File: src/rtl/logic_op_sequencer.sv
// logic_op_sequencer: two-requester arbiter/sequencer in front of an 8-bit logical unit
//   i_clk, i_rst_n                 clock, asynchronous active-low reset
//   i_reqN_valid/op/a/b, o_reqN_ready  requester N operation channel (N = 0, 1)
//   o_resp_valid/id/data/err, i_resp_ready  response channel to the winning requester
//   o_lu_a/b/P/el                  operands, opcode and active-low enable to the unit
//   i_lu_A..i_lu_F                 unit result buses: AND, OR, NOT, NAND, NOR, XOR
module logic_op_sequencer #(
    parameter int SETTLE_CYCLES = 1,
    parameter bit FAIR          = 1'b1
) (
    input  logic       i_clk,
    input  logic       i_rst_n,
    input  logic       i_req0_valid,
    output logic       o_req0_ready,
    input  logic [2:0] i_req0_op,
    input  logic [7:0] i_req0_a,
    input  logic [7:0] i_req0_b,
    input  logic       i_req1_valid,
    output logic       o_req1_ready,
    input  logic [2:0] i_req1_op,
    input  logic [7:0] i_req1_a,
    input  logic [7:0] i_req1_b,
    output logic       o_resp_valid,
    input  logic       i_resp_ready,
    output logic       o_resp_id,
    output logic [7:0] o_resp_data,
    output logic       o_resp_err,
    output logic [7:0] o_lu_a,
    output logic [7:0] o_lu_b,
    output logic [2:0] o_lu_P,
    output logic       o_lu_el,
    input  logic [7:0] i_lu_A,
    input  logic [7:0] i_lu_B,
    input  logic [7:0] i_lu_C,
    input  logic [7:0] i_lu_D,
    input  logic [7:0] i_lu_E,
    input  logic [7:0] i_lu_F
);
    typedef enum logic [1:0] {IDLE, ISSUE, RESP} state_t;
    state_t     r_state, w_next;
    logic       r_last_grant;
    logic [3:0] r_cnt;
    logic       w_any, w_grant, w_accept, w_legal, w_last_cnt;
    logic [2:0] w_op;
    logic [7:0] w_a, w_b, w_result;
    assign w_any        = i_req0_valid | i_req1_valid;
    // a lone requester always wins; contention resolved by policy
    assign w_grant      = (i_req0_valid & i_req1_valid) ? (FAIR ? ~r_last_grant : 1'b0) : i_req1_valid;
    assign w_accept     = (r_state == IDLE) & w_any;
    assign o_req0_ready = w_accept & ~w_grant;
    assign o_req1_ready = w_accept & w_grant;
    assign w_op         = w_grant ? i_req1_op : i_req0_op;
    assign w_a          = w_grant ? i_req1_a : i_req0_a;
    assign w_b          = w_grant ? i_req1_b : i_req0_b;
    assign w_legal      = (w_op != 3'b011) && (w_op != 3'b100);
    assign w_last_cnt   = r_cnt == 4'(SETTLE_CYCLES - 1);
    // enable and valid decode straight from state so an async reset clears them at once
    assign o_lu_el      = r_state != ISSUE;
    assign o_resp_valid = r_state == RESP;
    // only the bus matching the latched opcode is ever sampled
    always_comb begin
        w_result = i_lu_F;
        case (o_lu_P)
            3'b101:  w_result = i_lu_A;
            3'b110:  w_result = i_lu_B;
            3'b111:  w_result = i_lu_C;
            3'b000:  w_result = i_lu_D;
            3'b001:  w_result = i_lu_E;
            default: w_result = i_lu_F;
        endcase
    end
    always_comb begin
        w_next = r_state;
        case (r_state)
            IDLE:    if (w_accept) w_next = w_legal ? ISSUE : RESP;
            ISSUE:   if (w_last_cnt) w_next = RESP;
            RESP:    if (i_resp_ready) w_next = IDLE;
            default: w_next = IDLE;
        endcase
    end
    always_ff @(posedge i_clk or negedge i_rst_n) begin
        if (!i_rst_n) r_state <= IDLE;
        else          r_state <= w_next;
    end
    always_ff @(posedge i_clk or negedge i_rst_n) begin
        if (!i_rst_n) begin
            r_last_grant <= 1'b1;
            r_cnt        <= '0;
            o_lu_a       <= '0;
            o_lu_b       <= '0;
            o_lu_P       <= '0;
            o_resp_id    <= 1'b0;
            o_resp_data  <= '0;
            o_resp_err   <= 1'b0;
        end else begin
            if (w_accept) begin
                o_lu_a       <= w_a;
                o_lu_b       <= w_b;
                o_lu_P       <= w_op;
                r_last_grant <= w_grant;
                o_resp_id    <= w_grant;
                r_cnt        <= '0;
                if (!w_legal) begin
                    o_resp_data <= '0;
                    o_resp_err  <= 1'b1;
                end
            end
            if (r_state == ISSUE) begin
                r_cnt <= r_cnt + 4'd1;
                if (w_last_cnt) begin
                    o_resp_data <= w_result;
                    o_resp_err  <= 1'b0;
                end
            end
        end
    end
endmodule
File: config.mk
export PLATFORM = sky130hd
export DESIGN_NAME = logic_op_sequencer
export DESIGN_NICKNAME = d
export VERILOG_FILES = /design/src/rtl/logic_op_sequencer.sv
export SDC_FILE = /design/constraint.sdc
export NUM_CORES = 1
export LEC_CHECK = 0
export BUFFER_PORTS_ARGS = -buffer_cell sky130_fd_sc_hd__buf_2
export CAP_MARGIN = 20
export CORE_MARGIN = 10
export CORE_UTILIZATION = 35
export DETAILED_ROUTE_END_ITERATION = 10
export GPL_TIMING_DRIVEN = 0
export MAX_ROUTING_LAYER = met4
export PLACE_DENSITY = 0.77
export SLEW_MARGIN = 20
export SYNTH_ARGS = -nofsm -noshare
export SYNTH_HDL_FRONTEND = slang
export SYNTH_SLANG_ARGS = --single-unit
File: constraint.sdc
create_clock -name i_clk -period 1.85 [get_ports i_clk]
set_input_delay 0.185 -clock i_clk [delete_from_list [all_inputs] [get_ports i_clk]]
set_output_delay 0.185 -clock i_clk [all_outputs]
set_load 0.01 [all_outputs]
# Yosys cells after proc, flatten, opt, wreduce, memory -nomap -nowiden
# Index checks and enable logic that the tools add are counted.
[word_totals]
regBits = 36
word_cells = 55
[classes]
add_sub_neg = 1
eq_ne = 12
mux = 20
n_bitwise = 7
reduce_logical = 6
[ops]
columns = ["operator", "n"]
rows = [
  ["8-bit 2-to-1 mux", 6],
  ["8-bit one-hot mux with 5 select lines", 1],
  ["3-bit == test (second input constant)", 3],
  ["2-bit 2-to-1 mux", 4],
  ["4-bit 2-to-1 mux", 2],
  ["2-bit one-hot mux with 3 select lines", 1],
  ["1-bit 2-to-1 mux", 5],
  ["4-bit by 1-bit adder with 4-bit output (second input constant)", 1],
  ["1-bit AND", 4],
  ["4-bit logical NOT", 1],
  ["2-bit by 1-bit inequality test with 1-bit output (second input constant)", 2],
  ["2-bit inequality test (second input constant)", 2],
  ["3-bit by 1-bit == test with 1-bit output (second input constant)", 1],
  ["3-bit logical NOT", 1],
  ["3-bit 2-to-1 mux", 1],
  ["3-bit by 2-bit inequality test with 1-bit output (second input constant)", 1],
  ["3-bit inequality test (second input constant)", 1],
  ["3-bit AND reduction", 1],
  ["2-bit by 1-bit == test with 1-bit output (second input constant)", 1],
  ["2-bit == test (second input constant)", 1],
  ["2-bit logical NOT", 1],
  ["1-bit NOT", 2],
  ["2-bit nonzero test", 1],
  ["1-bit logical AND", 1],
  ["1-bit bitwise OR", 1],
]

# Logic depth before layout (Yosys ltp)
# Gate-level depths: netlist of the first run.
[depth]
ltp_word = 9
mapped_depth = 6
depth_no_buf = 5

# Worst setup path before layout of the first run
# No wires, ideal clock.
[synth_timing]
kind = "flip-flop to flip-flop"
startpoint = "register r_cnt[0]"
endpoint = "register r_state[1]"
setup_time_ns = 0.118
t_arrival_ns = 1.248
path_slack_ns = 0.484
path_stages_with_launch = 7
path_buffers = 1
period_less_slack_ns = 1.366
cell_sequence = "dfrtp_1 inv_1 ha_1 and3_1 clkbuf_2 nand3b_4 a21o_1"
[synth_between]
elab_chain_cells = 3
[synth_rtl]
columns = ["element", "line_no", "source"]
rows = [
  ["from (decl)", "42", "logic [3:0] r_cnt;"],
  ["from (signal assigned)", "109", "r_cnt <= r_cnt + 4'd1;"],
  ["4-bit logical NOT", "56", "assign w_last_cnt = r_cnt == 4'(SETTLE_CYCLES - 1);"],
  ["2-bit inequality test (no source line)", "-", ""],
  ["3-bit AND reduction (no source line)", "-", ""],
  ["to (signal assigned)", "83", "else r_state <= w_next;"],
  ["to (decl)", "40", "state_t r_state, w_next;"],
]
# Every way passes these cells.
# A chain may end at the register's enable or synchronous reset.

# Worst setup path after layout of the first run
[layout_timing]
startpoint = "register r_last_grant"
endpoint = "output port o_req1_ready"
[layout_between]
elab_chain_cells = 3
[layout_rtl]
columns = ["element", "line_no", "source"]
rows = [
  ["from (decl)", "41", "logic r_last_grant;"],
  ["from (signal assigned)", "100", "r_last_grant <= w_grant;"],
  ["1-bit NOT", "48", "assign w_grant = (i_req0_valid & i_req1_valid) ? (FAIR ? ~r_last_grant : 1'b0) : i_req1_valid;"],
  ["1-bit 2-to-1 mux", "48", ""],
  ["1-bit AND", "51", "assign o_req1_ready = w_accept & w_grant;"],
  ["to (decl)", "19", "output logic o_req1_ready,"],
]
# Every way passes these cells.

==> results of run 1 <==
==> per-layer routing <==
layer	routed length (µm)	part of all wire
met2	3350	0.47
met5	0	0
met4	21	0.0029
met3	539	0.075
met1	3270	0.46
==> power breakdown <==
group | switching (mW) | internal [mW]
registers | 0.236 | 1.15
logic | 1.38 | 1.04
clock network | 0.284 | 0.297
total | 1.90 | 2.49
==> stage by stage <==
step / instances / hold slack (ns)
6_report: 440 / -0.00819
4_1_cts: 440 / 0.0147
2_1_floorplan: 234 / -0.111
3_5_place_dp: 432 / 0.328
5_1_grt: 440 / 0.0544
3_3_place_gp: 432 / 0.323
==> cells in the mapped netlist (2+ instances only) <==
| master | instances | area (µm²) |
|---|---|---|
| nand2b_1 | 5 | 31.3 |
| nand3_1 | 3 | 15.0 |
| a21oi_1 | 9 | 45.0 |
| nor3b_1 | 5 | 37.5 |
| a22oi_1 | 4 | 30.0 |
| o22ai_1 | 8 | 50.1 |
| clkbuf_2 | 2 | 10.0 |
| inv_1 | 15 | 56.3 |
| o2111ai_1 | 2 | 17.5 |
| a31oi_1 | 3 | 18.8 |
| mux2i_1 | 24 | 240 |
| nor2b_1 | 7 | 43.8 |
| o221a_2 | 4 | 45.0 |
| a32oi_1 | 3 | 26.3 |
| o21bai_1 | 2 | 15.0 |
| nand2_1 | 22 | 82.6 |
| dfrtp_1 | 35 | 876 |
| a21o_1 | 3 | 22.5 |
| buf_2 | 10 | 50.1 |
| and3b_1 | 2 | 17.5 |
| nor2_1 | 11 | 41.3 |
| and3_1 | 2 | 12.5 |
| o21ai_0 | 33 | 165 |
| ha_1 | 2 | 25.0 |
==> flip-flops by register name, indices dropped and copies added, names as in the netlist <==
name / flops
o_lu_P: 3
r_cnt: 4
r_last_grant: 1
o_lu_b: 8
o_resp_err: 1
o_lu_a: 8
o_resp_data: 8
r_state: 2
o_resp_id: 1
==> logic make-up (layout without fill, tap and decap cells) <==
logic type      count (synthesis)  after routing
compound gates                 78             78
xor+xnor                        1              1
fa+ha+maj                       2              2
buf+inv                        30            161
flops                          36             36
mux                            25             25
simple gates                   62             62
==> area by class of cell <==
class	instances	area, µm²
Multi-Input combinational cell	168	1130
Inverter	16	60.1
Clock buffer	6	82.6
Clock inverter	2	10.0
Buffer	14	75.1
Fill cell	603	2990
Timing Repair Buffer	123	616
Tap cell	75	93.8
Sequential cell	36	902
==> worst max path at each step <==
stage | start | end | slack, ns | cells after the start
after global routing | r_state[1] | o_req0_ready | 0.04 | 5
after global placement | r_cnt[0] | r_state[1] | 0.30 | 6
after floorplan | r_cnt[0] | r_state[1] | 0.48 | 6
final | r_last_grant | o_req1_ready | 0.14 | 4
after CTS | r_state[1] | o_req0_ready | 0.09 | 5
after detailed placement | r_cnt[0] | r_state[1] | 0.29 | 6
==> results.yml, run 1 <==
floorplan:
  start_util: 0.363
  rows: 28
  io_pins: 124
  dieArea_um2: 9710
  coreArea_um2: 5960
  die_y_um: 98.6
  die_w_um: 98.6
grt:
  antenna_found_initial: 0
  grt_first_pass_wirelength_mm: 11.4
  grt_use_met1: 0.178
  busiest_layer: "met2"
  grt_usage: 0.144
  grt-ovfl-total: 0
  grt_pass1_vias: 2401
  grt_util_met3: 0.0440
  grt_max_degree: 37
  use_met2: 0.231
yosys:
  synth-simple-area-share: 0.152
  synth_top_family_by_area: "compound AO/OA/AOI/OAI gates"
  synth_area_per_cell_um2: 9.23
  yosysWarningCount: 0
  synth-adder-area-share: 0.0116
  ys_ff_latch: 36
  synth_seq_area_share: 0.418
  muxShareOfSynthArea: 0.122
  synth-compound-area-share: 0.230
  synth_edf_count: 0
  synth_nets: 327
  synth_xor_area_frac: 0.00406
  synth_flop_cell: "dfrtp_1"
  async_reset_ff_frac: 1.00
  synthCells: 234
  ys_types: 42
  syn_area_um2: 2160
setup_path:
  path_class: "register to output port"
  r2r_cells: 5
  cpPeakStageDelay_ns: 0.55
  crit_family: "flip-flops"
  end_kind: "output port"
  crit_path_frequent_cell: "buf_2"
  timing.rr.end: "o_resp_data[7]"
  crit_slowest_cell: "dfstp_2"
  path_max_fanout: 10
  regToRegSetupSlack_ns: 0.25
  r2r-start: "o_lu_P[1]"
  start_kind: "register"
  path_buf_inv: 2
  arrival_ns: 1.53
  path_cells: "a21bo_2 > buf_2 > nor2_1 > buf_2"
  required_ns: 1.66
routing:
  firstDrtPassIters: 4
  wl_mm: 7.18
  avgRoutedWirePerCell_um: 16.3
  vias: 2244
  viasPerCell: 5.10
  drt_iter0_markers: 69
  antenna_left: 0
  drcViolationCount: 0
placed_design:
  io_buffers: 123
  place_area_um2: 2870
  gp_congestion: 0.858
  place_ws_ns: 0.287
  dp_hpwl_mm: 5.82
power:
  powerDensity_nw_per_um2: 1480
  ir_worst_vdd_v: 0.000625
  power_mw: 4.39
  leakage_nw: 1.59
clock_tree:
  cts_hold_buf: 0
  clk_pin_slew_ns: 0.07
  cts_buffers: 5
  cts_sinks: 36
  cts_buffer_depth: 2
  root_buffer: "clkbuf_8"
  h-tree-depth: 2
  cts_tree: "built"
  clk_latency_ns: 0.28
  post-cts-setup-buffers: 0
  cts_resized: 1
sta:
  max_clock_freq_mhz: 584
  hold_ws_ns: -0.00819
  tns_ns: 0
  worst_slew_pin_slew_ns: 0.825
  slew_headroom: 0.450
  final-max-slew-violation-count: 0
  finalCritPeriodShare: 0.926
  finalWorstSetupSlack_ns: 0.136
  finalCriticalPeriod_ns: 1.71
  setup_viol: 0
  rsz0062_at_grt: "no"
  fin_worst_skew_ns: 0.00402
  hold_violations: 14
cells_and_area:
  syn2layout_area_growth_pct: 37.5
  final_util: 0.499
  num_antenna_cells: 0
  mostFrequentLayoutCells: "133 x buf_2, 35 x dfrtp_1, 33 x o21ai_0"
  finalInstanceArea_um2: 2970
  nets: 457
  drive_above_1_share: 0.427
  mostFrequentLayoutCell: "buf_2"
run:
  cap_violations: 0
status:
  status: "finished, violations left"
  violations: "hold timing"
hold_path:
  worst_hold_path_type: "input pin to asynchronous set/reset pin"
Note: power is estimated with default switching activity, not from simulation.
==> run 2: changes to the inputs <==
Settings changed: CELL_PAD_IN_SITES_DETAIL_PLACEMENT set to 1, CELL_PAD_IN_SITES_GLOBAL_PLACEMENT set to 1, CORE_MARGIN 10 to not set, CORE_UTILIZATION 35 to 31, PLACE_DENSITY 0.77 to 0.91.
==> results.yml, run 2 (synthesized netlist as in run 1, its figures left out) <==
placed_design:
  gp_congestion: 0.791
  dp_hpwl_mm: 5.58
  io_buffers: 123
  place_ws_ns: 0.136
setup_path:
  path_class: "register to output port"
  crit_path_frequent_cell: "buf_2"
  r2r-start: "o_lu_P[1]"
  cpPeakStageDelay_ns: 0.42
  end_kind: "output port"
  path_cells: "nor2_2 > nand2_4 > buf_2 > nor2_1 > buf_2"
  required_ns: 1.66
  start_kind: "register"
  crit_slowest_cell: "dfrtp_1"
  timing.rr.end: "o_resp_data[4]"
  regToRegSetupSlack_ns: 0.13
  path_max_fanout: 10
  arrival_ns: 1.56
  r2r_cells: 5
floorplan:
  die_y_um: 85.5
  die_w_um: 85.5
  io_pins: 124
  coreArea_um2: 6760
  start_util: 0.320
  dieArea_um2: 7300
  rows: 30
routing:
  wl_met1_mm: 3.05
  wl_mm: 7.01
  firstDrtPassIters: 4
  viasPerCell: 5.09
  drcViolationCount: 0
  antenna_left: 0
  avgRoutedWirePerCell_um: 15.7
  wl_met2_mm: 3.53
  drt_iter0_markers: 84
  wl_met3_um: 322
  vias: 2263
  top_layer_used: "met4"
cells_and_area:
  drive_above_1_share: 0.427
  final_util: 0.440
  nets: 457
  top_regs: "o_lu_a (8), o_lu_b (8), o_resp_data (8)"
  syn2layout_area_growth_pct: 37.8
  num_antenna_cells: 0
  mostFrequentLayoutCell: "buf_2"
  mostFrequentLayoutCells: "133 x buf_2, 35 x dfrtp_1, 33 x o21ai_0"
  fillers: 848
sta:
  worst_slew_pin_slew_ns: 0.820
  fin_worst_skew_ns: 0.00402
  slew_headroom: 0.453
  final-max-slew-violation-count: 0
  finalCriticalPeriod_ns: 1.75
  finalCritPeriodShare: 0.945
  setup_viol: 0
  max_clock_freq_mhz: 572
  finalWorstSetupSlack_ns: 0.102
  rsz0062_at_grt: "no"
  tns_ns: 0
  hold_violations: 35
  hold_ws_ns: -0.0178
clock_tree:
  cts_hold_buf: 0
  cts_tree: "built"
  clk_pin_slew_ns: 0.08
  cts_buffer_depth: 2
  cts_sinks: 36
  cts_buffers: 5
  clk_latency_ns: 0.29
  h-tree-depth: 2
  cts_resized: 1
  post-cts-setup-buffers: 0
  root_buffer: "clkbuf_8"
power:
  ir_worst_vdd_v: 0.000538
  leakage_nw: 1.59
  power_mw: 4.43
  powerDensity_nw_per_um2: 1490
grt:
  grt_usage: 0.197
  grt_first_pass_wirelength_mm: 11.0
  antenna_found_initial: 0
  grt_pass1_vias: 2347
  grt_max_degree: 37
  grt-ovfl-total: 0
status:
  violations: "hold timing"
  status: "finished, violations left"
run:
  cap_violations: 0
hold_path:
  worst_hold_path_type: "input pin to asynchronous set/reset pin"
[run 2: report_power, final]
part	total (mW)	internal [mW]	switching (mW)	leakage, nW
sequential	1.39	1.15	0.239	0.450
combinational	2.44	1.04	1.40	1.09
clock	0.597	0.298	0.300	0.0510
total	4.43	2.49	1.94	1.59
[run 2: metrics by stage]
step	cells	cell area [µm²]
3_5_place_dp	437	2880
4_1_cts	445	2970
2_1_floorplan	234	2160
5_1_grt	445	2980
3_3_place_gp	437	2880
6_report	445	2980
[run 2: worst max-delay path by stage]
stage,slack [ns],endpoint,cells past startpoint,startpoint
floorplan,0.48,r_state[1],6,r_cnt[0]
global placement,0.28,r_state[1],6,r_cnt[0]
detailed placement,0.14,o_resp_data[4],5,o_lu_P[1]
CTS,0.07,o_req0_ready,5,r_state[1]
global route,0.01,o_req0_ready,5,r_state[1]
finish,0.10,o_req0_ready,5,r_state[1]
[run 2: critical path, delay by kind of cell, from the launching register on]
kind          cells  cell delay [ns]
flops             1             0.42
buf+inv           2             0.35
simple gates      3             0.49
[run 2: per-layer routing]
layer | vias up | GRT usage
li1 | 1104 | -
met3 | 9 | 0.0311
met1 | 1070 | 0.228
met4 | 0 | 0.0636
met5 | - | -
met2 | 80 | 0.350
[run 2: final cells by class]
| type | instances | area, µm² | area share |
|---|---|---|---|
| Inverter | 16 | 60.1 | 0.0202 |
| Clock inverter | 2 | 10.0 | 0.00336 |
| Tap cell | 80 | 100 | 0.0336 |
| Timing Repair Buffer | 123 | 616 | 0.207 |
| Sequential cell | 36 | 902 | 0.303 |
| Clock buffer | 6 | 82.6 | 0.0278 |
| Multi-Input combinational cell | 168 | 1130 | 0.380 |
| Buffer | 14 | 75.1 | 0.0252 |
==> run 3: changes to the inputs <==
Settings changed: ABC_AREA set to 1, BUFFER_PORTS_ARGS -buffer_cell sky130_fd_sc_hd__buf_2 to -buffer_cell sky130_fd_sc_hd__buf_4, CELL_PAD_IN_SITES_DETAIL_PLACEMENT 1 to not set, CELL_PAD_IN_SITES_GLOBAL_PLACEMENT 1 to not set, CORE_UTILIZATION 31 to 35, PLACE_DENSITY 0.91 to 0.78.
==> results.yml, run 3 <==
status:
  status: "finished clean"
hold_path:
  worst_hold_path_type: "input pin to register"
clock_tree:
  clk_latency_ns: 0.28
  cts_buffer_depth: 2
  clk_pin_slew_ns: 0.06
  cts_tree: "built"
  h-tree-depth: 2
  root_buffer: "clkbuf_8"
  cts_sinks: 36
  cts_buffers: 5
cells_and_area:
  syn2layout_area_growth_pct: 55.1
  area.sequential_um2: 902
  num_antenna_cells: 0
  multi_input_area_um2: 1070
  stdcell_count: 517
  final_util: 0.577
  drive_above_1_share: 0.339
  top_regs: "o_lu_a (8), o_lu_b (8), o_resp_data (8)"
  mostFrequentLayoutCells: "146 x nand2_1, 124 x buf_4, 35 x dfrtp_1"
  nets: 537
  fillers: 534
  mostFrequentLayoutCell: "nand2_1"
setup_path:
  required_ns: 1.66
  cpPeakStageDelay_ns: 0.54
  path_cells: "nand2_2 > nand2_2 > nand2_2 > inv_2 > clkbuf_8 > buf_4"
  start_kind: "register"
  end_kind: "output port"
  arrival_ns: 1.57
  path_max_fanout: 10
  crit_slowest_cell: "dfstp_2"
  path_class: "register to output port"
  crit_path_frequent_cell: "nand2_2"
yosys:
  synth_edf_count: 0
  yosysWarningCount: 0
  synthCells: 312
  synth_seq_area_share: 0.433
  synthTopCellsByCount: "148 x nand2_1, 35 x dfrtp_1, 35 x nor2_1"
  async_reset_ff_frac: 1.00
  synth_nets: 405
  syn_area_um2: 2090
  synth_area_per_cell_um2: 6.69
  yosysMostFrequentCell: "nand2_1"
  ys_ff_latch: 36
  synth_top_area_frac: 0.420
  synth.largest_area_cell: "dfrtp_1"
  ys_types: 21
  synth_flop_cell: "dfrtp_1"
  netlist_top_cells_area: "dfrtp_1 42%, nand2_1 27%, nor2_1 6.3%"
floorplan:
  die_y_um: 79.2
  rows: 27
  start_util: 0.372
  coreArea_um2: 5610
  dieArea_um2: 6270
  io_pins: 124
  die_w_um: 79.2
placed_design:
  io_buffers: 123
  dp.cells: 507
  dp_hpwl_mm: 4.60
  gp_congestion: 0.891
power:
  leakage_nw: 1.79
  ir_worst_vdd_v: 0.000555
  comb_power_share: 0.552
  pwr-share-seq: 0.312
  swShare: 0.424
  clkPwrFrac: 0.136
  powerDensity_nw_per_um2: 1380
  internal_power_mw: 2.57
  p_switching_mw: 1.89
grt:
  grt_pass1_vias: 2221
  grt_usage: 0.196
  grt-ovfl-total: 0
  grt_first_pass_wirelength_mm: 9.45
  antenna_found_initial: 0
  grt_max_degree: 37
routing:
  avgRoutedWirePerCell_um: 11.5
  viasPerCell: 4.67
  drt_iter0_markers: 71
  antenna_left: 0
  firstDrtPassIters: 4
  drcViolationCount: 0
  wl_mm: 5.94
  vias: 2412
sta:
  finalCriticalPeriod_ns: 1.75
  hold_violations: 0
  finalCritPeriodShare: 0.948
  slew_headroom: 0.632
  fin_worst_skew_ns: 0.00737
  setup_viol: 0
  worst_slew_pin_slew_ns: 0.550
  tns_ns: 0
  rsz0062_at_grt: "no"
  max_clock_freq_mhz: 570
  hold_ws_ns: 0.110
  final-max-slew-violation-count: 0
run:
  cap_violations: 0
==> run 3: cell types whose count changed in the layout (fill, tap and decap cells not counted), moves of 21 or more <==
cell,previous run,this run
buf_2,133,4
buf_4,0,124
mux2i_1,24,0
nand2_1,22,146
nand3_1,3,24
nor2_1,10,34
==> run 3: critical path: cells and delay by family (launching register included) <==
kind	cells	cell delay (ns)
flip-flops	1	0.54
AND/OR/NAND/NOR	3	0.31
buffers and inverters	3	0.44
==> run 3: per-stage QoR <==
stage | area, µm² | setup WS, ns | total power, mW
2_1_floorplan | 2090 | 0.408 | 2.80
3_3_place_gp | 3100 | 0.215 | 3.78
3_5_place_dp | 3100 | 0.175 | 3.84
4_1_cts | 3210 | -0.00808 | 4.46
5_1_grt | 3240 | 0.0142 | 4.88
6_report | 3240 | 0.0968 | 4.46
==> run 3: layout make-up <==
cell class,instances,area share
Timing Repair Buffer,125,0.291
Clock buffer,8,0.0309
Tap cell,72,0.0278
Sequential cell,36,0.279
Inverter,27,0.0317
Buffer,5,0.0104
Multi-Input combinational cell,244,0.329
==> run 3: cells by family after synthesis <==
kind of cell,after synthesis,synth area share
flip-flops,36,0.433
AND/OR/NAND/NOR,224,0.443
buffers and inverters,32,0.0648
adder cells (fa/ha/maj),2,0.0120
XOR/XNOR,2,0.00840
AO/OA/AOI/OAI,16,0.0390
==> run 3: final timing paths <==
check / start / to / slack [ns] / cells after the start
min reg2reg: o_resp_id / o_resp_id / 0.48 / 2
min in group asynchronous: i_rst_n / o_resp_data[1] / 0.40 / 2
max in group asynchronous: i_rst_n / r_last_grant / 1.11 / 2
max reg2reg: r_last_grant / o_resp_data[2] / 0.24 / 9
min: i_req0_b[5] / o_lu_b[5] / 0.11 / 3
max: r_last_grant / o_req0_ready / 0.1 / 6
==> run 3: layer usage <==
| layer | track usage | share of wire | vias to the layer above | wire, µm |
|---|---|---|---|---|
| met4 | 0.0673 | 0.016 | 0 | 96 |
| met3 | 0.0379 | 0.077 | 10 | 460 |
| met2 | 0.343 | 0.49 | 108 | 2890 |
| li1 | - | - | 1240 | - |
| met1 | 0.222 | 0.42 | 1054 | 2500 |
| met5 | - | 0 | - | 0 |
==> run 3: power groups by stage <==
stage          Combinational [mW]  Sequential (mW)  Clock [mW]
5_1_grt                      2.79             1.43       0.653
3_3_place_gp                 2.40             1.38           0
6_report                     2.46             1.39       0.605
3_5_place_dp                 2.44             1.40           0
4_1_cts                      2.45             1.39       0.626
2_1_floorplan                1.30             1.51           0
==> run 3: repair_timing <==
action | in CTS | in global routing
setup buffers | 0 | 1
setup endpoints to repair | 2 | 8
resized for setup | 1 | 5
hold endpoints to repair | 35 | 0
hold buffers | 1 | 0
pin swaps | 0 | 2
gates cloned | 0 | 0
